**src/rtl/riscv_pkg.sv**
```systemverilog
// Shared definitions for the RISC-V core front end: next-PC source encoding,
// fetch state encoding, instruction width and sequential PC step.
package riscv_pkg;

  localparam int          INSTR_W = 32;
  localparam logic [31:0] PC_STEP = 32'd4;

  // Next-PC selection driven by decode/execute on the accept cycle.
  typedef enum logic [1:0] {
    PC_SEQ    = 2'b00,
    PC_BRANCH = 2'b01,
    PC_JAL    = 2'b10,
    PC_JALR   = 2'b11
  } pc_src_t;

  // Fetch sequencer states.
  typedef enum logic [1:0] {
    ST_RESET = 2'b00,
    ST_REQ   = 2'b01,
    ST_WAIT  = 2'b10,
    ST_HOLD  = 2'b11
  } fetch_state_t;

  // A fetch target is legal only when it is word aligned.
  function automatic logic is_misaligned(input logic [31:0] addr);
    return (addr[1:0] != 2'b00);
  endfunction

endpackage

```
**src/rtl/next_pc_calc.sv**
```systemverilog
// Combinational next-PC target computation and alignment handling.
// Build option PC_MISALIGN_TRAP_EN: when defined, a misaligned target is
// replaced by TRAP_VEC and flagged; otherwise the low two bits are cleared
// and the flag stays low.
module next_pc_calc
  import riscv_pkg::*;
#(
  parameter logic [31:0] TRAP_VEC = 32'h0000_0100
) (
  input  pc_src_t     pc_src,
  input  logic [31:0] instr_pc,
  input  logic [31:0] imm,
  input  logic [31:0] rs1,
  output logic [31:0] next_pc,
  output logic        misaligned
);

  logic [31:0] raw_target_s;
  logic [31:0] jalr_sum_s;

  // JALR base + offset; carry out of bit 31 is intentionally dropped.
  assign jalr_sum_s = rs1 + imm;

  // Raw target selection before any alignment treatment.
  always_comb begin
    raw_target_s = instr_pc + PC_STEP;
    case (pc_src)
      PC_SEQ:    raw_target_s = instr_pc + PC_STEP;
      PC_BRANCH: raw_target_s = instr_pc + imm;
      PC_JAL:    raw_target_s = instr_pc + imm;
      PC_JALR:   raw_target_s = jalr_sum_s & 32'hFFFF_FFFE;
      default:   raw_target_s = instr_pc + PC_STEP;
    endcase
  end

`ifdef PC_MISALIGN_TRAP_EN
  // Misaligned targets are redirected to the trap vector.
  always_comb begin
    misaligned = is_misaligned(raw_target_s);
    if (misaligned) begin
      next_pc = TRAP_VEC;
    end else begin
      next_pc = raw_target_s;
    end
  end
`else
  logic unused_trap_vec_s;

  // The trap vector only matters in the trapping build.
  assign unused_trap_vec_s = ^TRAP_VEC;

  // Without trapping, the target is forced onto a word boundary.
  always_comb begin
    misaligned = 1'b0;
    next_pc    = raw_target_s & 32'hFFFF_FFFC;
  end
`endif

endmodule

```
**src/rtl/pc_fetch_unit.sv**
```systemverilog
// Program counter and instruction fetch stage. Issues one word fetch at a
// time over a req/gnt/rvalid handshake, holds the instruction for decode and
// advances the PC when decode accepts it.
// Build option PC_MISALIGN_TRAP_EN selects trap-on-misaligned-target
// behaviour (misalign pulse, redirect to TRAP_VEC); default build aligns.
module pc_fetch_unit
  import riscv_pkg::*;
#(
  parameter logic [31:0] RESET_PC = 32'h0000_0000,
  parameter logic [31:0] TRAP_VEC = 32'h0000_0100
) (
  input  logic               clk,
  input  logic               rst_n,
  output logic               imem_req,
  output logic [31:0]        imem_addr,
  input  logic               imem_gnt,
  input  logic               imem_rvalid,
  input  logic [INSTR_W-1:0] imem_rdata,
  output logic               instr_valid,
  output logic [INSTR_W-1:0] instr,
  output logic [31:0]        instr_pc,
  input  logic               instr_ready,
  input  logic [1:0]         pc_src,
  input  logic [31:0]        imm,
  input  logic [31:0]        rs1,
  output logic               misalign
);

  fetch_state_t       state_r;
  fetch_state_t       state_nxt_s;
  logic               capture_s;
  logic               accept_s;
  logic [31:0]        pc_r;
  logic [31:0]        target_s;
  logic               target_mis_s;
  pc_src_t            pc_src_s;
  logic               imem_req_r;
  logic [31:0]        imem_addr_r;
  logic               instr_valid_r;
  logic [INSTR_W-1:0] instr_r;
  logic [31:0]        instr_pc_r;

  assign pc_src_s = pc_src_t'(pc_src);

  next_pc_calc #(
    .TRAP_VEC(TRAP_VEC)
  ) u_next_pc_calc (
    .pc_src    (pc_src_s),
    .instr_pc  (instr_pc_r),
    .imm       (imm),
    .rs1       (rs1),
    .next_pc   (target_s),
    .misaligned(target_mis_s)
  );

  // Fetch sequencer state register.
  always_ff @(posedge clk or negedge rst_n) begin
    if (!rst_n) begin
      state_r <= ST_RESET;
    end else begin
      state_r <= state_nxt_s;
    end
  end

  // Next-state logic plus capture/accept strobes for the datapath.
  always_comb begin
    state_nxt_s = state_r;
    capture_s   = 1'b0;
    accept_s    = 1'b0;
    case (state_r)
      ST_RESET: begin
        state_nxt_s = ST_REQ;
      end
      ST_REQ: begin
        if (imem_gnt) begin
          if (imem_rvalid) begin
            capture_s   = 1'b1;
            state_nxt_s = ST_HOLD;
          end else begin
            state_nxt_s = ST_WAIT;
          end
        end else begin
          state_nxt_s = ST_REQ;
        end
      end
      ST_WAIT: begin
        if (imem_rvalid) begin
          capture_s   = 1'b1;
          state_nxt_s = ST_HOLD;
        end else begin
          state_nxt_s = ST_WAIT;
        end
      end
      ST_HOLD: begin
        if (instr_ready) begin
          accept_s    = 1'b1;
          state_nxt_s = ST_REQ;
        end else begin
          state_nxt_s = ST_HOLD;
        end
      end
      default: begin
        state_nxt_s = ST_RESET;
      end
    endcase
  end

  // PC and fetch request registers; the address is loaded once per fetch so
  // it cannot move while the memory has not yet granted.
  always_ff @(posedge clk or negedge rst_n) begin
    if (!rst_n) begin
      pc_r        <= RESET_PC;
      imem_req_r  <= 1'b0;
      imem_addr_r <= 32'h0000_0000;
    end else begin
      imem_req_r <= (state_nxt_s == ST_REQ);
      if (accept_s) begin
        pc_r        <= target_s;
        imem_addr_r <= target_s;
      end else if (state_r == ST_RESET) begin
        imem_addr_r <= pc_r;
      end
    end
  end

  // Instruction holding registers presented to decode.
  always_ff @(posedge clk or negedge rst_n) begin
    if (!rst_n) begin
      instr_valid_r <= 1'b0;
      instr_r       <= {INSTR_W{1'b0}};
      instr_pc_r    <= 32'h0000_0000;
    end else begin
      if (capture_s) begin
        instr_valid_r <= 1'b1;
        instr_r       <= imem_rdata;
        instr_pc_r    <= pc_r;
      end else if (accept_s) begin
        instr_valid_r <= 1'b0;
      end
    end
  end

`ifdef PC_MISALIGN_TRAP_EN
  logic misalign_r;

  // One-cycle pulse following the accept that produced a misaligned target.
  always_ff @(posedge clk or negedge rst_n) begin
    if (!rst_n) begin
      misalign_r <= 1'b0;
    end else begin
      misalign_r <= accept_s & target_mis_s;
    end
  end

  assign misalign = misalign_r;
`else
  logic unused_target_mis_s;

  // The aligning build never reports a misaligned target.
  assign unused_target_mis_s = target_mis_s;
  assign misalign            = 1'b0;
`endif

  assign imem_req    = imem_req_r;
  assign imem_addr   = imem_addr_r;
  assign instr_valid = instr_valid_r;
  assign instr       = instr_r;
  assign instr_pc    = instr_pc_r;

endmodule

```
**config.mk**
```make
export PLATFORM = sky130hd
export DESIGN_NAME = pc_fetch_unit
export DESIGN_NICKNAME = d
export VERILOG_FILES = /design/src/rtl/riscv_pkg.sv /design/src/rtl/next_pc_calc.sv /design/src/rtl/pc_fetch_unit.sv
export SDC_FILE = /design/constraint.sdc
export NUM_CORES = 1
export LEC_CHECK = 0
export CAP_MARGIN = 10
export CORE_ASPECT_RATIO = 1.25
export CORE_MARGIN = 2
export CORE_UTILIZATION = 51
export CTS_CLUSTER_DIAMETER = 150
export DETAILED_ROUTE_END_ITERATION = 8
export GPL_TIMING_DRIVEN = 1
export PLACE_DENSITY_LB_ADDON = 0.15
export SETUP_SLACK_MARGIN = 0.5
export SYNTH_ARGS = -nofsm -noshare
export SYNTH_HDL_FRONTEND = slang
export SYNTH_SLANG_ARGS = --single-unit
```
**constraint.sdc**
```tcl
create_clock -name clk -period 3.7 [get_ports clk]
set_input_delay 0.74 -clock clk [delete_from_list [all_inputs] [get_ports clk]]
set_output_delay 0.74 -clock clk [all_outputs]
set_load 0.005 [all_outputs]
```
==> qor.csv <==
metric,value,unit
status,finished clean,
synthToLayoutAreaGrowth,41.65,%
vias_per_cell,5.940,
die_h,150.6,µm
wire_per_inst,19.20,µm
grt.overflow.total,0,
path_cells,buf_8 > inv_8 > ha_4 > nand2b_4 > ha_4 > fa_2 > a211oi_4 > o21bai_4 > a221oi_4 > a211oi_2 > buf_4 > a21oi_4 > xnor2_2 > a221oi_2 > a21oi_1,
worstMarginPinSlew,0.8613,ns
slew_headroom,42.58,%
syn_inst,926,
grt_antenna_before_repair,0,
hold_slack,0.2831,ns
numCtsBuffers,17,
crit_top_cell,ha_4,
num_vias,8482,
ys_types,72,
end_kind,register,
yosys.area.top_type,dfrtp_1,
dpl.hpwl,19.99,mm
synth.most_common_cell,dfrtp_1,
ys.flop_type,dfrtp_1,
clock_tree.root_cell,clkbuf_16,
setup_tns,0,ns
num_io_pins,202,
fmax,314.6,MHz
ys_seq_elements,126,
worstPathMaxFanout,4,
routed_wirelength,27.41,mm
rsz0062_at_grt,yes,
synth_edf_count,0,
p_leak,5.317,nW
cts_tree,yes,
synth_common_cells,"dfrtp_1, a21oi_1, nor2_1",
grt_max_degree,70,
slowest_delay,0.38,ns
initial_core_util,52.03,%
drv_slew,0,
required,3.98,ns
rows,53,
portBuffers,196,
drive_gt1_share,22.85,%
cap_violations,0,
p_per_area,740.0,nW/µm²
yosysWarningCount,0,
synth_area_per_cell,9.464,µm²
synth_area,8763,µm²
ir_worst_vdd,0.0004657,V
crit_slowest_cell,fa_2,
clkTransAtPathRegs,0.06,ns
synth_top_area_share,35.98,%
fp.coreArea,16840,µm²
antenna_cells,0,
hold_viol_final,0,
hold_class,in2async,
drtAntennaViolNets,0,
finalSetupViolations,0,
total_power,9.186,mW
final.min_clock_period,3.178,ns
die_x,121.2,µm
synthTopCellsByArea,"dfrtp_1, ha_1, mux2_2, a21oi_1, nor2_1",
track_usage,30.02,%
drtIter0Drc,747,
clkLatencyLatePin,0.43,ns
htreeDepth,4,
clock_skew,0.01184,ns
cts.path.max_buffers,2,
gp_congestion,0.9419,
final_nets,1365,
synth_seq_area_share,35.98,%
drc_errors,0,
holdBufCountCts,0,
grt_pass1_vias,8536,
path_class,in2reg,
die_area,18250,µm²
arrival,3.46,ns
worstSetupStartpointType,input port,
cts.sinks,126,
fin_crit_sh,85.90,%
grt_pass1_wl,42.78,mm
async_reset_ff_share,100.0,%
dr.pass1.iters,7,
power breakdown:
group          switching (mW)  internal [mW]
clock network           0.652          0.868
logic                    2.28           2.81
registers               0.495           2.08
total                    3.43           5.76
registers in the layout, indices dropped and copies added (netlist names):
signal and count:
pc_r 30, state_r 2, instr 32, imem_addr 30
imem_req 1, instr_valid 1, instr_pc 30
path summary, 6_finish.rpt:
| kind | from | end | slack (ns) | cells after the start |
|---|---|---|---|---|
| max | pc_src[1] | imem_addr[28] | 0.52 | 15 |
| min | rst_n | instr[30] | 0.28 | 1 |
| max reg2reg | instr_pc[2] | imem_addr[28] | 0.85 | 11 |
| min reg2reg | instr_valid | instr_valid | 0.50 | 1 |
| max in group asynchronous | rst_n | imem_addr[25] | 2.65 | 2 |
| min in group clk | instr_valid | instr_valid | 0.50 | 1 |
timing repair:
action | in CTS | in global routing
hold endpoints to repair | 0 | 0
setup buffers | 1 | 4
resized for setup | 30 | 39
setup endpoints to repair | 45 | 36
pin swaps | 6 | 25
placed cells by master, fill, tap and decap left out, types with 18 or more instances in the layout:
cell	count
buf_4	97
clkdlybuf4s50_1	192
mux2_2	68
ha_1	53
and2_1	31
dfrtp_1	126
inv_1	18
o21ai_0	41
nand2_1	68
nor2_1	77
a21oi_1	82
mux2i_1	25
xnor2_1	32
cell families after synthesis:
group                    count (synthesis)  share of synthesized area, %
AND/OR/NAND/NOR                        263                         14.52
AO/OA/AOI/OAI                          261                         19.72
flip-flops                             126                         35.98
multiplexers                            93                         11.59
buffers and inverters                   69                         3.940
adder cells (fa/ha/maj)                 66                         9.509
XOR/XNOR                                47                         4.697
other                                    1                       0.04279
critical path, delay by kind of cell:
kind                       cells  cell delay [ns]
AOI/OAI and AO/OA              7             1.40
xor gates and xnor gates       1             0.09
adders and majority gates      3             0.85
buffers and inverters          3             0.29
and+or+nand+nor                1             0.07
area by class of cell:
type | instances | area, µm²
timing repair buffer | 296 | 2764
multi-input combinational | 735 | 5604
tap | 220 | 275.3
clock buffer | 18 | 439.2
inverter | 20 | 87.58
fill | 1312 | 4431
clock inverter | 13 | 90.09
sequential | 126 | 3153
per-layer routing:
| metal | track usage [%] | vias up | routed length, µm |
|---|---|---|---|
| li1 | - | 3925 | - |
| met1 | 35.33 | 4092 | 11010 |
| met2 | 52.50 | 383 | 13680 |
| met3 | 6.023 | 82 | 1683 |
| met4 | 13.91 | 0 | 1045 |
| met5 | 0 | - | 0 |
per-stage QoR:
| stage | setup WS (ns) | utilization [%] | instance area, µm² | instances |
|---|---|---|---|---|
| global route | 0.4169 | 73.70 | 12410 | 1428 |
| CTS | 0.4883 | 72.53 | 12220 | 1424 |
| finish | 0.5216 | 73.70 | 12410 | 1428 |
| floorplan | 0.3484 | - | 8842 | 930 |
| global placement | -0.3862 | 68.66 | 11560 | 1392 |
| detailed placement | -0.4540 | 68.66 | 11560 | 1392 |
Power figures use the tool's default switching activity.
